===== src/rtl/pci_bus_monitor.sv =====
// Passive PCI bus monitor: decodes each transaction into a record and queues it in a small FIFO.
// Define PCI_MON_SIG_EN to build the XOR data signature; otherwise rec_sig is tied to zero.
module pci_bus_monitor #(
    parameter int DEPTH      = 4,
    parameter int DEVSEL_TMO = 5
) (
    input  logic                     clk,
    input  logic                     rst_n,
    input  logic [31:0]              AD,
    input  logic [3:0]               C_BE,
    input  logic                     FRAME,
    input  logic                     IRDY,
    input  logic                     TRDY,
    input  logic                     DEVSEL,
    input  logic [4:0]               GNT,
    output logic                     rec_valid,
    input  logic                     rec_ready,
    output logic [31:0]              rec_addr,
    output logic [3:0]               rec_cmd,
    output logic [2:0]               rec_master,
    output logic [7:0]               rec_beats,
    output logic                     rec_abort,
    output logic [31:0]              rec_sig,
    output logic [$clog2(DEPTH):0]   fifo_count,
    output logic                     overflow,
    input  logic                     ovf_clr,
    output logic [1:0]               o_dbg_state
);

    localparam int AW = $clog2(DEPTH);
    localparam int CW = AW + 1;
    localparam int TW = $clog2(DEVSEL_TMO + 1);
    localparam logic [TW-1:0] TMO_LAST = TW'(DEVSEL_TMO - 1);

    // Handshake: a record transfers on any rising edge where rec_valid and rec_ready are both 1;
    // rec_valid never drops and rec_* never change until that transfer happens.

    typedef enum logic [1:0] {
        S_SYNC      = 2'd0,
        S_IDLE      = 2'd1,
        S_ADDR_WAIT = 2'd2,
        S_DATA      = 2'd3
    } state_t;

    typedef struct packed {
        logic [31:0] addr;
        logic [3:0]  cmd;
        logic [2:0]  master;
        logic [7:0]  beats;
        logic        abort;
        logic [31:0] sig;
    } rec_t;

    state_t          r_state;
    state_t          w_state_nxt;
    logic            r_frame_prev;
    logic            w_capture;
    logic            w_push;
    logic            w_beat;
    logic            w_abort_set;
    logic            w_tmo_inc;
    logic [2:0]      w_master;

    logic [31:0]     r_addr;
    logic [3:0]      r_cmd;
    logic [2:0]      r_master;
    logic [7:0]      r_beats;
    logic            r_abort;
    logic [TW-1:0]   r_tmo;
    logic [31:0]     w_sig;

    rec_t            r_mem [DEPTH];
    logic [AW-1:0]   r_wr_ptr;
    logic [AW-1:0]   r_rd_ptr;
    logic [CW-1:0]   r_count;
    logic            r_overflow;
    logic            w_pop;
    logic            w_full;
    logic            w_wr;
    rec_t            w_rec;
    rec_t            w_head;

    always_comb begin
        w_master = 3'd7;
        if ($onehot(~GNT)) begin
            for (int i = 0; i < 5; i++) begin
                if (!GNT[i]) w_master = 3'(i);
            end
        end
    end

    always_ff @(posedge clk or negedge rst_n) begin
        if (!rst_n) begin
            r_state      <= S_SYNC;
            r_frame_prev <= 1'b1;
        end else begin
            r_state      <= w_state_nxt;
            r_frame_prev <= FRAME;
        end
    end

    always_comb begin
        w_state_nxt = r_state;
        w_capture   = 1'b0;
        w_push      = 1'b0;
        w_beat      = 1'b0;
        w_abort_set = 1'b0;
        w_tmo_inc   = 1'b0;
        case (r_state)
            S_SYNC: begin
                if (FRAME && IRDY) w_state_nxt = S_IDLE;
            end
            S_IDLE: begin
                if (!FRAME && r_frame_prev) begin
                    w_capture   = 1'b1;
                    w_state_nxt = S_ADDR_WAIT;
                end
            end
            S_ADDR_WAIT: begin
                if (!DEVSEL) begin
                    w_beat      = !IRDY && !TRDY;
                    w_state_nxt = S_DATA;
                end else if (r_tmo == TMO_LAST) begin
                    w_abort_set = 1'b1;
                    w_state_nxt = S_DATA;
                end else begin
                    w_tmo_inc   = 1'b1;
                end
            end
            S_DATA: begin
                w_beat = !IRDY && !TRDY;
                // IRDY released after FRAME went high ends the transaction; FRAME low on that
                // same edge is a fast back-to-back address phase.
                if (IRDY && (FRAME || r_frame_prev)) begin
                    w_push = 1'b1;
                    if (!FRAME) begin
                        w_capture   = 1'b1;
                        w_state_nxt = S_ADDR_WAIT;
                    end else begin
                        w_state_nxt = S_IDLE;
                    end
                end
            end
            default: w_state_nxt = S_SYNC;
        endcase
    end

    always_ff @(posedge clk or negedge rst_n) begin
        if (!rst_n) begin
            r_addr   <= '0;
            r_cmd    <= '0;
            r_master <= '0;
            r_beats  <= '0;
            r_abort  <= 1'b0;
            r_tmo    <= '0;
        end else if (w_capture) begin
            r_addr   <= AD;
            r_cmd    <= C_BE;
            r_master <= w_master;
            r_beats  <= '0;
            r_abort  <= 1'b0;
            r_tmo    <= '0;
        end else begin
            if (w_tmo_inc) r_tmo <= r_tmo + TW'(1);
            if (w_abort_set) r_abort <= 1'b1;
            if (w_beat && (r_beats != 8'hFF)) r_beats <= r_beats + 8'd1;
        end
    end

`ifdef PCI_MON_SIG_EN
    logic [31:0] r_sig;
    always_ff @(posedge clk or negedge rst_n) begin
        if (!rst_n) begin
            r_sig <= '0;
        end else if (w_capture) begin
            r_sig <= '0;
        end else if (w_beat) begin
            r_sig <= r_sig ^ AD;
        end
    end
    assign w_sig = r_sig;
`else
    assign w_sig = 32'h0;
`endif

    assign w_rec = '{addr: r_addr, cmd: r_cmd, master: r_master, beats: r_beats,
                     abort: r_abort, sig: w_sig};

    assign w_pop  = rec_valid && rec_ready;
    assign w_full = (r_count == CW'(DEPTH));
    // A full FIFO still accepts the record when the head leaves on the same edge.
    assign w_wr   = w_push && (!w_full || w_pop);

    always_ff @(posedge clk or negedge rst_n) begin
        if (!rst_n) begin
            for (int i = 0; i < DEPTH; i++) r_mem[i] <= '0;
            r_wr_ptr <= '0;
            r_rd_ptr <= '0;
            r_count  <= '0;
        end else begin
            if (w_wr) begin
                r_mem[r_wr_ptr] <= w_rec;
                r_wr_ptr        <= r_wr_ptr + AW'(1);
            end
            if (w_pop) r_rd_ptr <= r_rd_ptr + AW'(1);
            case ({w_wr, w_pop})
                2'b10:   r_count <= r_count + CW'(1);
                2'b01:   r_count <= r_count - CW'(1);
                default: r_count <= r_count;
            endcase
        end
    end

    always_ff @(posedge clk or negedge rst_n) begin
        if (!rst_n) begin
            r_overflow <= 1'b0;
        end else if (w_push && w_full && !w_pop) begin
            r_overflow <= 1'b1;
        end else if (ovf_clr) begin
            r_overflow <= 1'b0;
        end
    end

    assign w_head      = r_mem[r_rd_ptr];
    assign rec_valid   = (r_count != '0);
    assign rec_addr    = w_head.addr;
    assign rec_cmd     = w_head.cmd;
    assign rec_master  = w_head.master;
    assign rec_beats   = w_head.beats;
    assign rec_abort   = w_head.abort;
    assign rec_sig     = w_head.sig;
    assign fifo_count  = r_count;
    assign overflow    = r_overflow;
    assign o_dbg_state = r_state;

endmodule

===== config.mk =====
export PLATFORM = sky130hd
export DESIGN_NAME = pci_bus_monitor
export DESIGN_NICKNAME = d
export VERILOG_FILES = /design/src/rtl/pci_bus_monitor.sv
export SDC_FILE = /design/constraint.sdc
export NUM_CORES = 1
export LEC_CHECK = 0
export BUFFER_PORTS_ARGS = -buffer_cell sky130_fd_sc_hd__buf_2
export CORE_MARGIN = 10
export CORE_UTILIZATION = 45
export CTS_CLUSTER_SIZE = 8
export DETAILED_ROUTE_END_ITERATION = 7
export GPL_TIMING_DRIVEN = 0
export PLACE_DENSITY_LB_ADDON = 0.15
export SETUP_SLACK_MARGIN = 0.02
export SYNTH_ARGS = -nofsm -noshare
export SYNTH_HDL_FRONTEND = slang
export SYNTH_SLANG_ARGS = --single-unit

===== constraint.sdc =====
create_clock -name clk -period 3.05 [get_ports clk]
set_input_delay 0.7625 -clock clk [delete_from_list [all_inputs] [get_ports clk]]
set_output_delay 0.7625 -clock clk [all_outputs]
set_load 0.005 [all_outputs]

======== Yosys cells after proc, flatten, opt, wreduce, memory -nomap -nowiden ========
Index checks and enable logic that the tools add are counted.
word-level totals
  bits in registers ....................... 382
  input bits .............................. 49
  output and inout port bits .............. 87
  logic and storage cells ................. 132
operators by class
  add/sub/neg operators ................... 10
  $lt $le $gt $ge ......................... 3
  eq/ne operators ......................... 13
  mux-type cells .......................... 42
  bitwise gates (word level) .............. 3
  reductions and logical operators ........ 25
operator list
  cell                                                       count
  bitwise mux 320 bit                                        1
  2-to-1 mux 80 bit                                          3
  binary-select mux 80 bit (select 2 bit)                    1
  demux 80 bit (select 2 bit)                                1
  2-to-1 mux 3 bit                                           8
  2-to-1 mux 1 bit                                           16
  2-to-1 mux 8 bit                                           2
  2-to-1 mux 2 bit                                           6
  logical AND 1 bit                                          10
  nonzero test 2 bit                                         5
  adder 8 x 1 -> 8 bit (second input constant)               1
  inequality test 8 bit (second input constant)              1
  case mux 2 bit (4 select lines)                            1
  adder 3 x 1 -> 3 bit (second input constant)               2
  equality test 2 bit (second input constant)                3
  equality test 3 bit (second input constant)                2
  greater-or-equal comparator 3 bit (second input constant)  2
  inequality test 2 bit (second input constant)              3
  NOT 2 -> 3 bit                                             2
  case mux 3 bit (2 select lines)                            1
  logical NOT 1 bit                                          5
  NOT 5 bit                                                  1
  adder 1 x 1 -> 2 bit                                       2
  adder 2 x 1 -> 2 bit (second input constant)               2
  other kinds (12)                                           15

======== Logic depth before layout (Yosys ltp) ========
  depth after elaboration ................. 7
  mapped depth ............................ 11
  depth with buffers taken out ............ 9

======== Worst setup path after synthesis ========
Ideal clock, no wire load.
  path kind ............................... input -> register
  start point ............................. input port rec_ready
  end point ............................... register r_count[2] (netlist: fifo_count[2])
  arrival time ............................ 2543 ps
  setup slack ............................. 428 ps
  stages on the path ...................... 10
  cells stage by stage .................... or4b_1 > nor2b_1 > buf_6 > inv_1 > ha_1 > inv_1 > fa_1 > xor2_1 > nor2_1 > xor2_1
on the way
  longest elaborated chain between the ends .. 5
ends and longest elaborated chain
  item                                                                   line  text
  start: declaration                                                     17    input logic rec_ready,
  logical AND 1 bit (*)                                                  189   assign w_pop = rec_valid && rec_ready;
  logical OR 1 bit                                                       192   assign w_wr = w_push && (!w_full || w_pop);
  logical AND 1 bit                                                      192
  equality test 2 x 1 -> 1 bit or equality test 2 bit (tied branches)    206   case ({w_wr, w_pop})
  case mux 3 bit (2 select lines) or nonzero test 2 bit (tied branches)  -
  end signal: assignment                                                 207   2'b10: r_count <= r_count + CW'(1);
  end signal: assignment                                                 208   2'b01: r_count <= r_count - CW'(1);
  end signal: assignment                                                 209   default: r_count <= r_count;
  end: declaration                                                       75    logic [CW-1:0] r_count;
Every way passes the cells marked *; elsewhere a longest branch is shown, timed or not.
A chain may end at the register's enable or synchronous reset.

======== Worst setup path in the final report ========
  start point ............................. register r_rd_ptr[1]
  end point ............................... output port rec_master[1]
on the way
  longest elaborated chain between the ends .. 4
ends and longest elaborated chain
  item                                                   line  text
  start: declaration                                     74    logic [AW-1:0] r_rd_ptr;
  start signal: assignment                               205   if (w_pop) r_rd_ptr <= r_rd_ptr + AW'(1);
  NOT 2 -> 3 bit (implied by the code)                   224   assign w_head = r_mem[r_rd_ptr];
  binary-select mux 80 bit (select 2 bit)                224
  2-to-1 mux 80 bit (implied by the code) (2 in series)  224
  end: declaration                                       20    output logic [2:0] rec_master,
No other way between the ends. The select of a mux whose other input is x is not followed.

==> results.sh <==
export IMPL_finalSetupViolations=0
export IMPL_postCtsSetupRepairBufs=0
export IMPL_fill_cells=2219
export IMPL_drc=0
export IMPL_drtIter0Drc=276
export IMPL_ys_types=45
export IMPL_slew_headroom_pct=19.8
export IMPL_ff2ff_path_depth=5
export IMPL_grt_pass1_wl_mm=40.3
export IMPL_layout_drive_gt1_share_pct=54.7
export IMPL_gp_congestion=0.728
export IMPL_startpoint_type="flop"
export IMPL_n_antenna_cell=0
export IMPL_vias_per_cell=5.17
export IMPL_r2r_start="o_dbg_state[1]"
export IMPL_clock_path_buffers=3
export IMPL_rr_endpoint="r_addr[15]"
export IMPL_ant_nets=0
export IMPL_critPathTopFamily="buffers and inverters"
export IMPL_synth_top_area_share_pct=53.5
export IMPL_die_h_um=182
export IMPL_cpMaxStageDelayCell="clkdlybuf4s15_1"
export IMPL_syn_avg_cell_area_um2=16.2
export IMPL_syn_inst=731
export IMPL_cts_root_buf="clkbuf_16"
export IMPL_power_per_cell_area_nw_per_um2=987
export IMPL_gr_total_overflow=0
export IMPL_synth_edf_count=0
export IMPL_syn_area_um2=11800
export IMPL_grt_max_degree=119
export IMPL_rsz0062_at_grt="true"
export IMPL_routed_wirelength_mm=24.9
export IMPL_outcome="complete, no violations"
export IMPL_first_pass_iters=4
export IMPL_fin_skew_ns=0.0206
export IMPL_period_needed_ns=2.95
export IMPL_cts_max_level=2
export IMPL_placement_rows=59
export IMPL_ys_seq_area_share_pct=53.8
export IMPL_grtUsageMet3_pct=3.54
export IMPL_synth_main_ff_cell="dfrtp_1"
export IMPL_ir_worst_vdd_mv=0.728
export IMPL_busiest_layer="met2"
export IMPL_cp_num_buf_inv=2
export IMPL_dp_hpwl_mm=16.4
export IMPL_hp_class="in -> async"
export IMPL_track_usage_pct=15.1
export IMPL_drt_wirelength_per_cell_um=20.1
export IMPL_yosysMostFrequentCell="dfrtp_1"
export IMPL_met1_usage_pct=20.0
export IMPL_place_ws_ns=0.0692
export IMPL_total_power_mw=13.8
export IMPL_tritoncts="built"
export IMPL_power_leakage_nw=6.74
export IMPL_path_max_fanout=10
export IMPL_numCtsBuffers=37
export IMPL_max_freq_ghz=0.339
export IMPL_path_cells="clkdlybuf4s15_1 > mux4_2 > buf_2"
export IMPL_required_ns=2.29
export IMPL_ys_warn_count=0
export IMPL_die_area_um2=33200
export IMPL_multi_input_area_um2=4870
export IMPL_dp_cells=1202
export IMPL_slowest_delay_ns=0.70
export IMPL_max_cap_violations=0
export IMPL_start_util_pct=45.5
export IMPL_layout_cells_non_filler=1243
export IMPL_syn_to_final_growth_pct=18.0
export IMPL_drv_slew=0
export IMPL_worst_slack_ns=0.104
export IMPL_synthTopCellsByCount="253 x dfrtp_1, 148 x mux2_2, 80 x mux2_4, 48 x mux4_2, 40 x buf_4"
export IMPL_finish_net_count=969
export IMPL_cts_sinks=254
export IMPL_yosysTopAreaCell="dfrtp_1"
export IMPL_tightest_slew_ns=1.20
export IMPL_die_w_um=182
export IMPL_grt_pass1_vias=7045
export IMPL_path_class="reg -> out"
export IMPL_synth_area_top_cells="dfrtp_1 54%, mux2_2 14%, mux2_4 10%"
export IMPL_grt_util_met2_pct=24.5
export IMPL_arrival_ns=2.18
export IMPL_hold_viol=0
export IMPL_clock_latency_ns=0.51
export IMPL_io_pins=136
export IMPL_seq_area_um2=6360
export IMPL_antenna_found_initial=0
export IMPL_dr_total_vias=6423
export IMPL_fin_crit_sh_pct=96.6
export IMPL_portBuffers=103
export IMPL_holdWs_ns=0.179
export IMPL_cts_clk_slew_worst_paths_ns=0.05
export IMPL_core_area_um2=26000
export IMPL_synthArstFlopShare_pct=100
export IMPL_critPathCaptureType="primary output"
export IMPL_ff2ff_setup_slack_ns=0.48
export IMPL_synth_seq_cells=254
-- state kept, by name (all words and copies together) (netlist names), 3 cells and up --
name	flops
r_beats	8
r_mem	192
r_tmo	3
r_master	3
r_cmd	4
r_addr	32
fifo_count	3
-- worst register-to-register path: stages, from the launching register on --
cell,delay (ns)
dfrtp_1,0.36
buf_2,0.16
nor2b_1,0.16
nor3_2,0.94
buf_2,0.46
mux2_2,0.38
-- report_power, final --
| group | switching [mW] | internal [mW] |
|---|---|---|
| sequential | 0.811 | 4.70 |
| clock | 1.36 | 2.26 |
| combinational | 1.76 | 2.89 |
-- per-layer routing --
layer	vias up	share of wire, %
met5	-	0
met4	0	1.7
met3	35	4.7
met2	141	48
met1	3320	46
li1	2927	-
-- metrics by stage --
stage / utilization (%) / area, um2 / setup TNS [ns]
6_report: 53.7 / 14000 / 0
5_1_grt: 53.7 / 14000 / -0.0495
4_1_cts: 53.7 / 13900 / 0
3_5_place_dp: 49.8 / 12900 / 0
3_3_place_gp: 49.6 / 12900 / -893.50
2_1_floorplan: - / 11900 / 0
-- cells by family (layout without fill, tap and decap cells) --
| family | count (synthesis) | after routing | share of synthesized area [%] |
|---|---|---|---|
| mux | 278 | 278 | 33.6 |
| flops | 254 | 254 | 53.8 |
| buf+inv | 93 | 239 | 6.05 |
| simple gates | 54 | 54 | 2.83 |
| compound gates | 29 | 29 | 1.50 |
| fa+ha+maj | 14 | 14 | 1.67 |
| xor+xnor | 8 | 8 | 0.592 |
| other cells | 1 | 32 | 0.0317 |
-- how the worst max path moves through the flow --
| stage | start | to | cells after the start |
|---|---|---|---|
| after detailed placement | r_rd_ptr[1] | rec_addr[7] | 4 |
| after floorplan | rec_ready | fifo_count[2] | 10 |
| after global routing | r_rd_ptr[0] | rec_addr[31] | 4 |
| after global placement | rst_n | r_cmd[2] | 1 |
| after CTS | r_rd_ptr[0] | rec_beats[7] | 4 |
| final | r_rd_ptr[1] | rec_master[1] | 3 |
-- timing repair --
action,in CTS,in global routing
setup endpoints to repair,10,22
gates resized for setup,2,4
hold buffers,0,0
gates cloned,0,0
-- cell type report --
cell class	instances	share of cell area (%)
Timing Repair Buffer	105	4.16
Sequential cell	254	45.6
Clock buffer	40	7.09
Inverter	18	0.484
Clock inverter	1	0.0628
Buffer	75	4.74
Multi-Input combinational cell	415	34.9
Tap cell	335	3.00
-- placed cells by master, fill, tap and decap left out, types with 2 or more instances in the layout --
master / n
nand2_1: 13
clkbuf_1: 7
and4_1: 2
mux2i_1: 2
xnor2_1: 4
buf_12: 12
nor2b_1: 3
nand3_1: 5
o22ai_1: 3
fa_1: 3
clkbuf_4: 2
clkbuf_16: 39
mux4_2: 48
a211oi_1: 4
nand2_4: 4
nor3_1: 3
and2_1: 2
buf_4: 40
dfrtp_1: 253
xor2_1: 4
buf_2: 112
buf_16: 2
nor2_1: 11
ha_1: 11
mux2_4: 80
a21oi_1: 10
conb_1: 32
a31oi_1: 6
a211o_1: 2
o21ai_0: 3
inv_1: 18
mux2_2: 148
No activity file was read; power rests on OpenSTA's default activity.
